==> src/rtl/seg_display_mux_if.sv <==
// Display driver bundle: value/config sources on one side, board pin drives on the other.
interface seg_display_mux_if #(
    parameter int NUM_DIGITS = 8,
    parameter int PWM_BITS   = 4
);
    logic [4*NUM_DIGITS-1:0] val_in;
    logic [NUM_DIGITS-1:0]   dp_in;
    logic                    blank_lz_in;
    logic [PWM_BITS-1:0]     brightness_in;
    logic [6:0]              cat_out;
    logic                    dp_out;
    logic [NUM_DIGITS-1:0]   an_out;
    logic                    frame_done_out;

    modport master (
        output val_in, dp_in, blank_lz_in, brightness_in,
        input  cat_out, dp_out, an_out, frame_done_out
    );

    modport slave (
        input  val_in, dp_in, blank_lz_in, brightness_in,
        output cat_out, dp_out, an_out, frame_done_out
    );
endinterface

==> src/rtl/seg_display_mux.sv <==
// Multiplexed seven-segment driver: frame-coherent shadow capture, leading-zero blanking,
// per-digit dp, PWM brightness per slot and a frame-done strobe. All outputs registered.
//
// state   | meaning
// ST_INIT | first cycle after reset release: capture shadows, counters held, outputs dark
// ST_RUN  | scanning digits; shadows recaptured at each frame wrap
module seg_display_mux #(
    parameter int NUM_DIGITS     = 8,
    parameter int REFRESH_CYCLES = 100000,
    parameter int PWM_BITS       = 4
) (
    input  logic              clk_in,
    input  logic              rst_in,
    seg_display_mux_if.slave  bus
);
    localparam int SW = (REFRESH_CYCLES > 1) ? $clog2(REFRESH_CYCLES) : 1;
    localparam int DW = (NUM_DIGITS > 1) ? $clog2(NUM_DIGITS) : 1;

    if (REFRESH_CYCLES < 2**PWM_BITS) begin : g_bad_refresh
        $error("REFRESH_CYCLES must be >= 2**PWM_BITS");
    end

    typedef enum logic {ST_INIT, ST_RUN} state_t;

    state_t                  state, state_nxt;
    logic [SW-1:0]           slot_cnt;
    logic [DW-1:0]           digit_idx;
    logic [4*NUM_DIGITS-1:0] shadow_val;
    logic [NUM_DIGITS-1:0]   shadow_dp;
    logic                    shadow_blank;
    logic [PWM_BITS-1:0]     shadow_bri;
    logic                    capture, advance, frame_done_nxt;
    logic                    slot_last, digit_last;

    logic [NUM_DIGITS-1:0]   an_q;
    logic [6:0]              cat_q;
    logic                    dp_q, fd_q;

    assign slot_last  = (slot_cnt == SW'(REFRESH_CYCLES - 1));
    assign digit_last = (digit_idx == DW'(NUM_DIGITS - 1));

    always_ff @(posedge clk_in or negedge rst_in) begin
        if (!rst_in) state <= ST_INIT;
        else         state <= state_nxt;
    end

    always_comb begin
        state_nxt      = state;
        capture        = 1'b0;
        advance        = 1'b0;
        frame_done_nxt = 1'b0;
        case (state)
            ST_INIT: begin
                capture   = 1'b1;
                state_nxt = ST_RUN;
            end
            ST_RUN: begin
                advance = 1'b1;
                if (slot_last && digit_last) begin
                    capture        = 1'b1;
                    frame_done_nxt = 1'b1;
                end
            end
            default: state_nxt = ST_INIT;
        endcase
    end

    always_ff @(posedge clk_in or negedge rst_in) begin
        if (!rst_in) begin
            slot_cnt     <= '0;
            digit_idx    <= '0;
            shadow_val   <= '0;
            shadow_dp    <= '0;
            shadow_blank <= 1'b0;
            shadow_bri   <= '0;
        end else begin
            if (advance) begin
                if (slot_last) begin
                    slot_cnt  <= '0;
                    digit_idx <= digit_last ? '0 : digit_idx + DW'(1);
                end else begin
                    slot_cnt <= slot_cnt + SW'(1);
                end
            end
            if (capture) begin
                shadow_val   <= bus.val_in;
                shadow_dp    <= bus.dp_in;
                shadow_blank <= bus.blank_lz_in;
                shadow_bri   <= bus.brightness_in;
            end
        end
    end

    function automatic logic [6:0] seg_decode(input logic [3:0] h);
        case (h)
            4'h0: seg_decode = 7'b1000000;
            4'h1: seg_decode = 7'b1111001;
            4'h2: seg_decode = 7'b0100100;
            4'h3: seg_decode = 7'b0110000;
            4'h4: seg_decode = 7'b0011001;
            4'h5: seg_decode = 7'b0010010;
            4'h6: seg_decode = 7'b0000010;
            4'h7: seg_decode = 7'b1111000;
            4'h8: seg_decode = 7'b0000000;
            4'h9: seg_decode = 7'b0010000;
            4'hA: seg_decode = 7'b0001000;
            4'hB: seg_decode = 7'b0000011;
            4'hC: seg_decode = 7'b1000110;
            4'hD: seg_decode = 7'b0100001;
            4'hE: seg_decode = 7'b0000110;
            default: seg_decode = 7'b0001110;
        endcase
    endfunction

    logic [NUM_DIGITS-1:0] blanked;
    logic                  upper_zero;
    logic [31:0]           on_cycles;
    logic                  digit_en;
    logic [3:0]            cur_nib;
    logic [NUM_DIGITS-1:0] an_nxt;

    // Walk down from the top digit; a digit is blanked only if it and everything above is zero.
    always_comb begin
        blanked    = '0;
        upper_zero = 1'b1;
        for (int i = NUM_DIGITS - 1; i >= 1; i--) begin
            upper_zero = upper_zero && (shadow_val[4*i +: 4] == 4'h0);
            blanked[i] = shadow_blank && upper_zero;
        end
    end

    always_comb begin
        on_cycles = ((32'(shadow_bri) + 32'd1) * 32'(REFRESH_CYCLES)) >> PWM_BITS;
        cur_nib   = shadow_val[{digit_idx, 2'b00} +: 4];
        digit_en  = (state == ST_RUN) && (32'(slot_cnt) < on_cycles) && !blanked[digit_idx];
        an_nxt    = '1;
        if (digit_en) an_nxt[digit_idx] = 1'b0;
    end

    always_ff @(posedge clk_in or negedge rst_in) begin
        if (!rst_in) begin
            an_q  <= '1;
            cat_q <= 7'h7F;
            dp_q  <= 1'b1;
            fd_q  <= 1'b0;
        end else begin
            an_q  <= an_nxt;
            cat_q <= digit_en ? seg_decode(cur_nib) : 7'h7F;
            dp_q  <= digit_en ? ~shadow_dp[digit_idx] : 1'b1;
            fd_q  <= frame_done_nxt;
        end
    end

    assign bus.an_out         = an_q;
    assign bus.cat_out        = cat_q;
    assign bus.dp_out         = dp_q;
    assign bus.frame_done_out = fd_q;
endmodule
==> src/flat_wrapper.sv <==
// flat-port wrapper written by rule: the top's interface ports become plain ports
module seg_display_mux_flat 
#(
    parameter int NUM_DIGITS     = 8,
    parameter int REFRESH_CYCLES = 100000,
    parameter int PWM_BITS       = 4
)
  (clk_in, rst_in, bus_val_in, bus_dp_in, bus_blank_lz_in, bus_brightness_in, bus_cat_out, bus_dp_out, bus_an_out, bus_frame_done_out);
  seg_display_mux_if #(.NUM_DIGITS(NUM_DIGITS), .PWM_BITS(PWM_BITS)) bus_i ();
  input  logic clk_in;
  input  logic rst_in;
  input wire logic [$bits(bus_i.val_in)-1:0] bus_val_in;
  input wire logic [$bits(bus_i.dp_in)-1:0] bus_dp_in;
  input wire logic [$bits(bus_i.blank_lz_in)-1:0] bus_blank_lz_in;
  input wire logic [$bits(bus_i.brightness_in)-1:0] bus_brightness_in;
  output wire logic [$bits(bus_i.cat_out)-1:0] bus_cat_out;
  output wire logic [$bits(bus_i.dp_out)-1:0] bus_dp_out;
  output wire logic [$bits(bus_i.an_out)-1:0] bus_an_out;
  output wire logic [$bits(bus_i.frame_done_out)-1:0] bus_frame_done_out;
  assign bus_i.val_in = bus_val_in;
  assign bus_i.dp_in = bus_dp_in;
  assign bus_i.blank_lz_in = bus_blank_lz_in;
  assign bus_i.brightness_in = bus_brightness_in;
  assign bus_cat_out = bus_i.cat_out;
  assign bus_dp_out = bus_i.dp_out;
  assign bus_an_out = bus_i.an_out;
  assign bus_frame_done_out = bus_i.frame_done_out;
  seg_display_mux #(.NUM_DIGITS(NUM_DIGITS), .REFRESH_CYCLES(REFRESH_CYCLES), .PWM_BITS(PWM_BITS)) u_core (.clk_in(clk_in), .rst_in(rst_in), .bus(bus_i));
endmodule
==> config.mk <==
export PLATFORM = sky130hd
export DESIGN_NAME = seg_display_mux_flat
export DESIGN_NICKNAME = d
export VERILOG_FILES = /design/src/rtl/seg_display_mux_if.sv /design/src/rtl/seg_display_mux.sv /design/src/flat_wrapper.sv
export SDC_FILE = /design/constraint.sdc
export NUM_CORES = 1
export LEC_CHECK = 0
export CORE_MARGIN = 3
export CORE_UTILIZATION = 25
export DETAILED_ROUTE_END_ITERATION = 10
export PLACE_DENSITY = 0.5
export SLEW_MARGIN = 20
export SYNTH_ARGS = -nofsm -noshare
export SYNTH_HDL_FRONTEND = slang
export SYNTH_SLANG_ARGS = --single-unit
==> constraint.sdc <==
create_clock -name clk_in -period 4.63 [get_ports clk_in]
set_clock_uncertainty 0.05 [all_clocks]
set_input_delay 1.1575 -clock clk_in [delete_from_list [all_inputs] [get_ports clk_in]]
set_output_delay 1.1575 -clock clk_in [all_outputs]
set_load 0.02 [all_outputs]
==> impl_metrics.env, run 1 <==
export IMPL_maxSlewViolCount=0
export IMPL_grt_pass1_wl_um=20600
export IMPL_grt_use_met2_pct=18.5
export IMPL_use_met1_pct=16.1
export IMPL_synth_seq_area_share_pct=41.1
export IMPL_seqCellArea_mm2=0.00210
export IMPL_slowest_stage="dfrtp_2"
export IMPL_drive_gt1_share_pct=30.7
export IMPL_cp_start_kind="flip-flop"
export IMPL_nets=633
export IMPL_antenna_found_initial=0
export IMPL_htree_levels=3
export IMPL_ir_drop_uv=197
export IMPL_global_route_peak_usage_layer="met2"
export IMPL_synth_nets=548
export IMPL_routed_wl_um=12500
export IMPL_die_area_mm2=0.0222
export IMPL_synthFlopType="dfrtp_1"
export IMPL_clock_latency_ns=0.34
export IMPL_use_met3_pct=2.04
export IMPL_clkTransAtPathRegs_ns=0.06
export IMPL_cts_sinks=83
export IMPL_grt_overflow=0
export IMPL_dr_pass1_iters=4
export IMPL_slowest_delay_ns=0.44
export IMPL_final_common_cell="dfrtp_1"
export IMPL_setup_ws_ns=0.0815
export IMPL_chipHeight_um=149
export IMPL_wire_per_inst_um=15.7
export IMPL_rows=51
export IMPL_n_fill_cell=1987
export IMPL_first_global_vias=3920
export IMPL_ant_nets=0
export IMPL_vias=3723
export IMPL_crit_chain="ha_4 > xor2_4 > ha_4 > xnor2_2 > ha_4 > ha_4 > ha_4 > nand3b_1 > a2111oi_4 > nor2_2 > xor2_1 > ha_1 > nand2_1 > o21ai_2 > a41oi_2 > nor4b_4 > a22oi_2 > a311o_2 > nand4_1"
export IMPL_crit_top_cell="ha_4"
export IMPL_setup_worst_path_start="u_core.shadow_bri[0]"
export IMPL_grt_max_degree=59
export IMPL_multi_input_area_mm2=0.00314
export IMPL_gp_congestion=0.832
export IMPL_syn2layout_area_growth_pct=33.2
export IMPL_avgViaCountPerCell=4.65
export IMPL_cts_tree="built"
export IMPL_cp_buffers_inverters=0
export IMPL_synth_async_sr_flop_share_pct=100
export IMPL_cts_buffer_depth=2
export IMPL_timing_worst_setup_path_type="flip-flop to flip-flop"
export IMPL_crit_path_end_kind="flip-flop"
export IMPL_final_cell_area_mm2=0.00679
export IMPL_rsz0062_at_grt="true"
export IMPL_final_cell_mix="dfrtp_1 (65), clkdlybuf4s50_1 (62), mux2_2 (52)"
export IMPL_crit_family="adder cells"
export IMPL_synth_edf_count=0
export IMPL_place_area_mm2=0.00620
export IMPL_postSynthCellCount=445
export IMPL_yosysUniqueCellTypes=55
export IMPL_whs_ns=0.452
export IMPL_finalSetupViolations=0
export IMPL_period_needed_ns=4.55
export IMPL_numCtsBuffers=9
export IMPL_start_util_pct=25.8
export IMPL_arrival_ns=4.75
export IMPL_hold_path_class="flip-flop to flip-flop"
export IMPL_synth_warnings=0
export IMPL_total_power_mw=2.56
export IMPL_r2r_start="u_core.shadow_bri[0]"
export IMPL_insertedDiodeCount=0
export IMPL_fmax_mhz=220
export IMPL_power_leakage_nw=2.87
export IMPL_p_per_area_mw_per_mm2=377
export IMPL_worstMarginPinSlew_ns=0.869
export IMPL_period_share_pct=98.2
export IMPL_gr_usage_all_layers_pct=11.6
export IMPL_ys_ff_latch=83
export IMPL_crit_fanout=8
export IMPL_drc=0
export IMPL_worst_ep_required_time_ns=4.83
export IMPL_pin_count=64
export IMPL_root_buffer="clkbuf_16"
export IMPL_status="complete, no violations"
export IMPL_timing_slew_headroom_pct=40.4
export IMPL_hold_viol=0
export IMPL_synthesis_area_mm2=0.00510
export IMPL_drv_cap=0
export IMPL_die_x_um=149
export IMPL_io_buffer_count=63
export IMPL_post_dp_hpwl_um=9280
export IMPL_drtIter0Drc=161
export IMPL_syn_area_per_cell_um2=11.5
export IMPL_dp_slack_ns=-0.222
export IMPL_worstHoldStart="u_core.shadow_dp[3]"
export IMPL_core_mm2=0.0198
==> worst register-to-register path, cell delays in order (launching register included) <==
cell,delay (ns)
dfrtp_2,0.44
ha_4,0.19
xor2_4,0.21
ha_4,0.19
xnor2_2,0.19
ha_4,0.24
ha_4,0.25
ha_4,0.29
nand3b_1,0.16
a2111oi_4,0.43
nor2_2,0.06
xor2_1,0.15
ha_1,0.33
nand2_1,0.08
o21ai_2,0.15
a41oi_2,0.08
nor4b_4,0.31
a22oi_2,0.12
a311o_2,0.42
nand4_1,0.12
==> final cells by class <==
cell class | instances | share of cell area [%]
Clock buffer | 12 | 4.11
Timing Repair Buffer | 91 | 12.6
Clock inverter | 4 | 0.387
Multi-Input combinational cell | 329 | 46.3
Inverter | 16 | 0.884
Tap cell | 265 | 4.88
Sequential cell | 83 | 30.9
==> synthesized netlist by cell type (all sizes together), types with 6 or more instances <==
master,number,area share (%)
nand3,11,1.1
xnor2,17,2.9
buf,11,1.4
mux4,10,4.4
mux2,52,11
mux2i,6,1.2
dfstp,16,8.2
nand2,25,1.8
a21oi,10,0.98
inv,16,1.2
and3,6,0.74
a21o,7,1.1
nor3,6,0.59
clkbuf,7,0.52
o21ai,11,1.1
dfrtp,67,33
xor2,13,2.2
ha,55,13
nor2,29,2.1
nand4,17,2.1
==> timing repair <==
action,4_1_cts,5_1_grt
resized for setup,20,14
endpoints found under the hold margin,0,0
pin swaps,19,19
hold buffers,0,0
setup endpoints to repair,16,16
gates cloned,1,0
buffers inserted,2,4
==> power breakdown <==
part | internal [mW] | leakage [nW] | switching (mW) | total (mW)
combinational | 0.498 | 1.73 | 0.456 | 0.954
sequential | 0.808 | 0.988 | 0.0839 | 0.892
clock | 0.430 | 0.154 | 0.287 | 0.717
total | 1.74 | 2.87 | 0.827 | 2.56
==> routing by layer <==
metal / wire length, um / up-vias / share of wire, %
met5: 0 / - / 0
met3: 399 / 13 / 3.2
met4: 222 / 0 / 1.8
li1: - / 1797 / -
met2: 5860 / 83 / 47
met1: 6040 / 1830 / 48
==> worst paths after layout <==
path | depth (start not counted) | end | slack, ns
max | 19 | u_core.bus.cat_out[5] | 0.08
min | 1 | u_core.shadow_dp[3] | 0.45
max reg2reg | 19 | u_core.bus.cat_out[5] | 0.08
min reg2reg | 1 | u_core.shadow_dp[3] | 0.45
max in group asynchronous | 2 | u_core.bus.an_out[7] | 2.82
min in group asynchronous | 1 | u_core.shadow_val[22] | 0.82
==> sequential cells by signal, summed over array words and instances, names as in the netlist <==
register	count
u_core.slot_cnt	17
u_core.bus.frame_done_out	1
u_core.shadow_val	32
u_core.digit_idx	3
u_core.bus.cat_out	7
u_core.state	1
u_core.bus.an_out	8
u_core.shadow_dp	8
u_core.shadow_blank	1
u_core.shadow_bri	4
u_core.bus.dp_out	1
==> through the flow <==
step,utilization [%],TNS [ns],cells
2_1_floorplan,-,0,445
3_3_place_gp,31.3,-0.968,777
3_5_place_dp,31.3,-3.25,777
4_1_cts,33.7,0,796
5_1_grt,34.3,-1.13,800
6_report,34.3,0,800
==> cells by family after synthesis <==
logic type | Yosys count | synth area share (%)
and+or+nand+nor | 119 | 11.9
DFF | 83 | 41.1
muxes | 68 | 17.1
adders and majority gates | 56 | 13.9
AOI/OAI and AO/OA | 54 | 7.73
buffers and inverters | 34 | 3.12
xor gates and xnor gates | 30 | 5.15
other | 1 | 0.0735
(Power assumes the default switching activity.)
==> run 2, diff against run 1 <==
--- a/config.mk
+++ b/config.mk
@@ -8,7 +8,7 @@
 export CORE_MARGIN = 3
 export CORE_UTILIZATION = 25
 export DETAILED_ROUTE_END_ITERATION = 10
-export PLACE_DENSITY = 0.5
+export PLACE_DENSITY = 0.47
 export SLEW_MARGIN = 20
 export SYNTH_ARGS = -nofsm -noshare
 export SYNTH_HDL_FRONTEND = slang
==> run 2 against run 1 <==
Effect of this change:
- fmax up 0.56%
- hold slack better by 0.0042 ns
- non-clock buffer count unchanged
- clock-buffer cell count unchanged
- final cell count unchanged
- highest routed layer unchanged
- critical endpoint is now u_core.bus.an_out[7]
- largest power group is now registers
==> impl_metrics.env, run 2 (synthesis results as in run 1) <==
export IMPL_status="complete, no violations"
export IMPL_arrival_ns=4.73
export IMPL_r2r_slack_ns=0.11
export IMPL_drtIter0Drc=206
export IMPL_grt_max_degree=59
export IMPL_die_area_mm2=0.0222
export IMPL_p_per_area_mw_per_mm2=362
export IMPL_largest_register="u_core.shadow_val"
export IMPL_reg2reg_to="u_core.bus.an_out[7]"
export IMPL_worstMarginPinSlew_ns=0.920
export IMPL_setup_ws_ns=0.107
export IMPL_fmax_mhz=221
export IMPL_finalSetupViolations=0
export IMPL_ir_drop_uv=186
export IMPL_chipHeight_um=149
export IMPL_period_share_pct=97.7
export IMPL_dr_pass1_iters=4
export IMPL_place_area_mm2=0.00619
export IMPL_routed_wl_um=12300
export IMPL_total_power_mw=2.44
export IMPL_power_leakage_nw=2.84
export IMPL_worst_r2r_cell_count=21
export IMPL_worstHoldStart="u_core.shadow_val[2]"
export IMPL_fin_util_pct=34.1
export IMPL_holdPathEnd="u_core.shadow_val[2]"
export IMPL_start_util_pct=25.8
export IMPL_worst_ep_required_time_ns=4.83
export IMPL_gr_usage_all_layers_pct=11.7
export IMPL_cts_tree="built"
export IMPL_seqCellArea_mm2=0.00210
export IMPL_numCtsBuffers=9
export IMPL_htree_levels=3
export IMPL_ant_nets=0
export IMPL_post_dp_hpwl_um=9090
export IMPL_nets=633
export IMPL_die_x_um=149
export IMPL_cts_sinks=83
export IMPL_core_mm2=0.0198
export IMPL_gp_congestion=0.731
export IMPL_drive_gt1_share_pct=30.1
export IMPL_cts_buffer_depth=2
export IMPL_drc=0
export IMPL_root_buffer="clkbuf_16"
export IMPL_final_common_cell="dfrtp_1"
export IMPL_grt_use_met2_pct=18.0
export IMPL_crit_fanout=8
export IMPL_hold_depth=1
export IMPL_rows=51
export IMPL_hold_path_class="flip-flop to flip-flop"
export IMPL_insertedDiodeCount=0
export IMPL_dp_slack_ns=-0.165
export IMPL_clock_latency_ns=0.34
export IMPL_clkTransAtPathRegs_ns=0.06
export IMPL_antenna_found_initial=0
export IMPL_pin_count=64
export IMPL_period_needed_ns=4.52
export IMPL_multi_input_area_mm2=0.00313
export IMPL_timing_worst_setup_path_type="flip-flop to flip-flop"
export IMPL_n_fill_cell=2010
export IMPL_timing_slew_headroom_pct=36.9
export IMPL_wire_per_inst_um=15.4
export IMPL_use_met1_pct=16.5
export IMPL_r2r_start="u_core.shadow_bri[1]"
export IMPL_avgViaCountPerCell=4.63
export IMPL_first_global_vias=3931
export IMPL_drv_cap=0
export IMPL_global_route_peak_usage_layer="met2"
export IMPL_grt_overflow=0
export IMPL_vias=3706
export IMPL_largestRegisters="u_core.shadow_val x32, u_core.slot_cnt x17"
export IMPL_maxSlewViolCount=0
export IMPL_whs_ns=0.456
export IMPL_use_met3_pct=2.80
export IMPL_syn2layout_area_growth_pct=32.2
export IMPL_crit_path_end_kind="flip-flop"
export IMPL_io_buffer_count=63
export IMPL_cp_start_kind="flip-flop"
export IMPL_final_cell_area_mm2=0.00675
export IMPL_fin_cells=800
export IMPL_setup_tns_final_ns=0
export IMPL_grt_pass1_wl_um=20800
export IMPL_largest_reg_flops=32
export IMPL_rsz0062_at_grt="true"
export IMPL_dp_cells=776
export IMPL_final_cell_mix="dfrtp_1 (65), clkdlybuf4s50_1 (62), mux2_2 (52)"
export IMPL_hold_viol=0
## run 2: report_power, final
group	switching [mW]	internal (mW)
Sequential	0.0861	0.808
Combinational	0.421	0.467
Clock	0.285	0.377
Total	0.792	1.65
## run 2: worst max-delay path: stages, from the launching register on
cell and delay, ns:
dfrtp_2 0.44, ha_4 0.19, xor2_4 0.17, buf_6 0.13
ha_4 0.26, inv_2 0.03, fa_1 0.53, inv_1 0.06
ha_2 0.20, a211oi_2 0.25, o21ai_2 0.10, a21o_1 0.18
a21o_1 0.16, a31o_1 0.19, a31oi_1 0.16, xor2_1 0.10
ha_1 0.31, nand2_2 0.08, nor4b_4 0.22, a22oi_2 0.12
a311o_4 0.41, nand4_1 0.13
## run 2: metal layers
| metal | wire length (um) | vias up |
|---|---|---|
| met4 | 194 | 0 |
| met3 | 491 | 17 |
| met5 | 0 | - |
| li1 | - | 1795 |
| met2 | 5620 | 66 |
| met1 | 5980 | 1828 |
## run 2: cell type report
type,instances,area share (%)
multi-input combinational,329,46.4
clock inverter,4,0.390
timing repair buffer,91,12.6
sequential,83,31.1
tap,265,4.92
clock buffer,12,3.65
inverter,16,0.890
## run 2: how the worst max path moves through the flow
stage                          from                    end  slack (ns)  cells past startpoint
3_3_place_gp   u_core.shadow_bri[0]  u_core.bus.cat_out[4]       -0.07                     20
5_1_grt        u_core.shadow_bri[2]      u_core.bus.dp_out       -0.13                     19
6_report       u_core.shadow_bri[1]   u_core.bus.an_out[7]        0.11                     21
2_1_floorplan  u_core.shadow_bri[0]   u_core.bus.an_out[4]        0.03                     21
3_5_place_dp   u_core.shadow_bri[0]  u_core.bus.cat_out[4]       -0.16                     20
4_1_cts        u_core.shadow_bri[0]      u_core.bus.dp_out       0.008                     20
## run 2: what timing repair did
action | 4_1_cts | 5_1_grt
hold buffers | 0 | 0
buffers inserted | 2 | 5
resized for setup | 15 | 19
pin swaps | 21 | 16
endpoints found under the setup margin | 16 | 16
gates cloned | 1 | 0
==> edit 1 (config.mk and constraints of run 2) <==
`NUM_DIGITS` is set to 8 in 3 places; all go to 4.
--- a/src/rtl/seg_display_mux_if.sv
+++ b/src/rtl/seg_display_mux_if.sv
@@ -1,6 +1,6 @@
 // Display driver bundle: value/config sources on one side, board pin drives on the other.
 interface seg_display_mux_if #(
-    parameter int NUM_DIGITS = 8,
+    parameter int NUM_DIGITS = 4,
     parameter int PWM_BITS   = 4
 );
     logic [4*NUM_DIGITS-1:0] val_in;
--- a/src/rtl/seg_display_mux.sv
+++ b/src/rtl/seg_display_mux.sv
@@ -5,7 +5,7 @@
 // ST_INIT | first cycle after reset release: capture shadows, counters held, outputs dark
 // ST_RUN  | scanning digits; shadows recaptured at each frame wrap
 module seg_display_mux #(
-    parameter int NUM_DIGITS     = 8,
+    parameter int NUM_DIGITS     = 4,
     parameter int REFRESH_CYCLES = 100000,
     parameter int PWM_BITS       = 4
 ) (
--- a/src/flat_wrapper.sv
+++ b/src/flat_wrapper.sv
@@ -1,7 +1,7 @@
 // flat-port wrapper written by rule: the top's interface ports become plain ports
 module seg_display_mux_flat 
 #(
-    parameter int NUM_DIGITS     = 8,
+    parameter int NUM_DIGITS     = 4,
     parameter int REFRESH_CYCLES = 100000,
     parameter int PWM_BITS       = 4
 )
Ports: changed (resized bus_an_out, bus_dp_in and bus_val_in); port bits go from 64 to 40. The function was not compared with the original's and may differ.
==> edit 1 against run 2 <==
Cell area decreased by 24%. Area after synthesis shrank 23%. Total power is 13% lower. Wire length is 23% lower. Fmax grew 2.7%. Global-route usage decreased by 0.76 points. Critical endpoint is now u_core.bus.cat_out[5]. Setup slack improved by 120 ps. Core utilization shrank 0.54 points. Cell count down 20%. Largest cell class unchanged. Count of clock-buffer cells in the layout is 2 lower. Sequential cell count shrank 25.
==> edit 1: results <==
{
  "outcome": "finished, final reports clean",
  "dp_slack_ps": -0.0755,
  "slowest_stage": "dfrtp_1",
  "p_leak_nw": 2.26,
  "ys_seq_area_frac": 0.374,
  "gp_congestion": 0.816,
  "grt_pass1_vias": 3038,
  "drive_above_1_share": 0.206,
  "max_stage_delay_ps": 400,
  "synth_nets": 452,
  "grt_pass1_wl_um": 15300,
  "synth_mux_area_frac": 0.114,
  "regMostFlops": "u_core.slot_cnt",
  "nets": 510,
  "grt_max_degree": 34,
  "routed_wirelength_um": 9430,
  "largest_reg_flops": 17,
  "ys_top_cells_by_area": "dfrtp_1 (29%), ha_1 (18%), dfstp_2 (8.0%), mux2_1 (4.6%), mux4_2 (3.4%)",
  "p_comb_frac": 0.362,
  "ys_types": 52,
  "tightest_slew_ps": 807,
  "p_seq_uw": 625,
  "ys_top_cells_by_count": "ha_1 (56), dfrtp_1 (46), nand2_1 (31), inv_1 (20), nor2_1 (17)",
  "ctsResizeCount": 2,
  "initialDrtViolationCount": 104,
  "ir_worst_vdd_uv": 174,
  "synth_compound_area_frac": 0.0955,
  "p_sw_frac": 0.324,
  "io_buffers": 39,
  "crit_family": "adder cells",
  "synthAdderAreaFrac": 0.184,
  "post_cts_buffers": 0
}
edit 1: cell types whose count changed after synthesis, sizes merged, moves of 5 or more:
| cell | delta |
|---|---|
| nand4 | -11 |
| dfrtp | -21 |
| mux2 | -27 |
| buf | -6 |
| nand2 | +7 |
| o21ai | +5 |
| nor2 | -12 |
edit 1: through the flow:
step / hold slack [ps] / setup TNS [ps] / cells / total power, mW / area (um^2)
floorplan: 402 / 0 / 368 / 1.09 / 3920
global placement: 418 / 0 / 624 / 1.30 / 4630
detailed placement: 425 / -0.0755 / 624 / 1.32 / 4630
CTS: 437 / 0 / 640 / 2.06 / 4970
global route: 451 / -14.5 / 642 / 2.26 / 5120
finish: 429 / 0 / 642 / 2.12 / 5120
edit 1: metal layers:
metal	up-vias	wire [um]	track usage
met1	1433	4390	0.139
met5	-	0	0
met2	50	4470	0.181
met3	13	361	0.0279
met4	0	207	0.0391
li1	1443	-	-
edit 1: final timing paths:
kind / depth (start not counted) / slack [ps] / end / startpoint
setup / recovery: 23 / 220 / u_core.bus.cat_out[5] / u_core.shadow_bri[1]
hold / removal: 1 / 430 / u_core.shadow_dp[3] / u_core.shadow_dp[3]
setup reg to reg: 23 / 220 / u_core.bus.cat_out[5] / u_core.shadow_bri[1]
hold reg to reg: 1 / 430 / u_core.shadow_dp[3] / u_core.shadow_dp[3]
max in group asynchronous: 2 / 2770 / u_core.bus.dp_out / rst_in
min in group asynchronous: 1 / 860 / u_core.shadow_val[6] / rst_in
edit 1: final cells by class:
type,instances,area [um^2]
Fill cell,1553,10100
Multi-Input combinational cell,281,2470
Sequential cell,58,1470
Timing Repair Buffer,56,517
Tap cell,211,264
Clock buffer,10,239
Clock inverter,6,88.8
Inverter,20,75.1
==> edit 2 (config.mk and constraints of run 2) <==
Without the edit above. Reset style: synchronous (`rst_in`), changed in 3 clocked blocks.
--- a/src/rtl/seg_display_mux.sv
+++ b/src/rtl/seg_display_mux.sv
@@ -39,7 +39,7 @@
     assign slot_last  = (slot_cnt == SW'(REFRESH_CYCLES - 1));
     assign digit_last = (digit_idx == DW'(NUM_DIGITS - 1));
 
-    always_ff @(posedge clk_in or negedge rst_in) begin
+    always_ff @(posedge clk_in) begin
         if (!rst_in) state <= ST_INIT;
         else         state <= state_nxt;
     end
@@ -65,7 +65,7 @@
         endcase
     end
 
-    always_ff @(posedge clk_in or negedge rst_in) begin
+    always_ff @(posedge clk_in) begin
         if (!rst_in) begin
             slot_cnt     <= '0;
             digit_idx    <= '0;
@@ -137,7 +137,7 @@
         if (digit_en) an_nxt[digit_idx] = 1'b0;
     end
 
-    always_ff @(posedge clk_in or negedge rst_in) begin
+    always_ff @(posedge clk_in) begin
         if (!rst_in) begin
             an_q  <= '1;
             cat_q <= 7'h7F;
Behaviour: differs if rst_in is asserted again (counterexample within 4 cycles, from zero or initial values and one cycle with rst_in low); with rst_in held inactive, the same outputs for 10 cycles.
==> edit 2 against run 2 <==
Setup slack gained 17 ps. Cell area barely moved. Sequential cell count stayed put. Critical path depth is 1 lower. Wire length increased by 5.6%. Via count increased by 7.6%. Largest cell class unchanged. Core utilization up 0.14 points. Area after synthesis about the same. Sequential share of layout area down 6.4 points.
Power is not compared: it rests on default switching activity, and its combinational part moved more than twofold at a synthesized area within 25%.
==> edit 2: results <==
{
  "criticalPathCategory": "register to register",
  "firstDrtPassIters": 4,
  "synthAdderAreaFrac": 0.139,
  "dp_hpwl_um": 9740,
  "r2r_slack_ps": 120,
  "ctsResizeCount": 17,
  "holdPathStages": 2,
  "largestRegisters": "u_core.shadow_val x32, u_core.slot_cnt x17",
  "outcome": "finished, final reports clean",
  "cp_data_arrival_time_ps": 4670,
  "avgViaCountPerCell": 4.55,
  "grt_pass1_wl_um": 20600,
  "synth_xor_area_frac": 0.0550,
  "place_area_um2": 6110,
  "cp-endpoint": "u_core.bus.an_out[4]",
  "pwr-share-seq": 0.431,
  "r2r_cells": 20,
  "min_to": "u_core.shadow_dp[7]",
  "synth_nets": 622,
  "initialDrtViolationCount": 169,
  "total_switching_power_uw": 478,
  "clock_latency_ps": 340,
  "critPathMaxFanout": 10,
  "synth_compound_area_frac": 0.0881,
  "finalPower_mw": 1.79,
  "ctsHtreeMaxLevel": 3,
  "ys_top_cells_by_count": "dfxtp_1 (83), mux2i_1 (59), ha_1 (55), nor2b_1 (49), nand2_1 (28)",
  "timing.rr.end": "u_core.bus.an_out[4]",
  "ir_worst_vdd_uv": 159,
  "ys_seq_area_frac": 0.326,
  "synth_mux_area_frac": 0.152,
  "cts-root-buf": "clkbuf_16",
  "powerClk_uw": 627,
  "synth_ff_type": "dfxtp_1",
  "post-place-cells": 853,
  "drive_above_1_share": 0.183,
  "synth_async_sr_flop_share": 0,
  "wl_per_cell_um": 14.8,
  "antennaDiodeCount": 0,
  "grtUsageTotal": 0.116,
  "post_cts_buffers": 3,
  "ys_top_cells_by_area": "dfxtp_1 (33%), ha_1 (14%), mux2i_1 (12%), nor2b_1 (6.0%), xor2_1 (3.4%)",
  "tightest_slew_ps": 941,
  "grt_max_degree": 46,
  "antenna_found_initial": 0,
  "gp_congestion": 0.784,
  "grt_pass1_vias": 3991,
  "io_buffers": 63,
  "p_leak_nw": 2.73,
  "worst_hold_startpoint": "u_core.shadow_dp[7]",
  "numCtsBuffers": 9,
  "syn_avg_cell_area_um2": 9.82,
  "nets": 711,
  "ys_types": 60,
  "ys_warn_count": 0,
  "r2r_start": "u_core.shadow_bri[0]",
  "clk_pin_slew_ps": 60,
  "final_cells": 876
}
[edit 2: cell count changes in the layout (fill, tap and decap cells not counted), moves of 8 or more]
| cell | change |
|---|---|
| a21oi_2 | +8 |
| buf_4 | +12 |
| dfrtp_1 | -65 |
| dfstp_2 | -16 |
| dfxtp_1 | +80 |
| mux2_2 | -52 |
| mux2i_1 | +53 |
| nand4_1 | -10 |
| nor2b_1 | +47 |
| or4_1 | +8 |
[edit 2: final cells by class]
type	instances	area (um^2)
Clock buffer	11	233
Clock inverter	3	17.5
Fill cell	1987	13000
Inverter	18	67.6
Multi-Input combinational cell	393	3490
Sequential cell	83	1670
Tap cell	265	332
Timing Repair Buffer	103	938
[edit 2: logic make-up (layout without fill, tap and decap cells)]
| kind of cell | Yosys count | after routing |
|---|---|---|
| fa+ha+maj | 56 | 56 |
| flops | 83 | 83 |
| buf+inv | 43 | 135 |
| simple gates | 172 | 172 |
| mux | 68 | 68 |
| xor+xnor | 32 | 32 |
| compound gates | 65 | 65 |
[edit 2: metal layers]
metal / wire (um) / global-route usage
met1: 6650 / 0.167
met2: 5620 / 0.175
met3: 545 / 0.0289
met4: 145 / 0.0302
met5: 0 / 0
[edit 2: worst max-delay path, stage by stage (launching register included)]
cell and delay, ps:
dfxtp_4 360, ha_4 180, and3_4 210, ha_4 170, xnor2_2 130, ha_1 310
ha_4 290, ha_4 200, a211oi_2 230, o21bai_2 120, a21oi_2 180, a21oi_2 50
a31oi_1 210, xor2_1 190, ha_1 260, and4_1 220, nand4_1 110, nand3_2 100
o2bb2ai_4 200, a21oi_4 80, or4_1 520
[edit 2: per-stage QoR]
stage | hold slack, ps | worst slack (ps)
floorplan | 428 | 5.33
global placement | 465 | -69.4
detailed placement | 465 | -214
CTS | 482 | 15.2
global route | 503 | -54.5
finish | 476 | 124
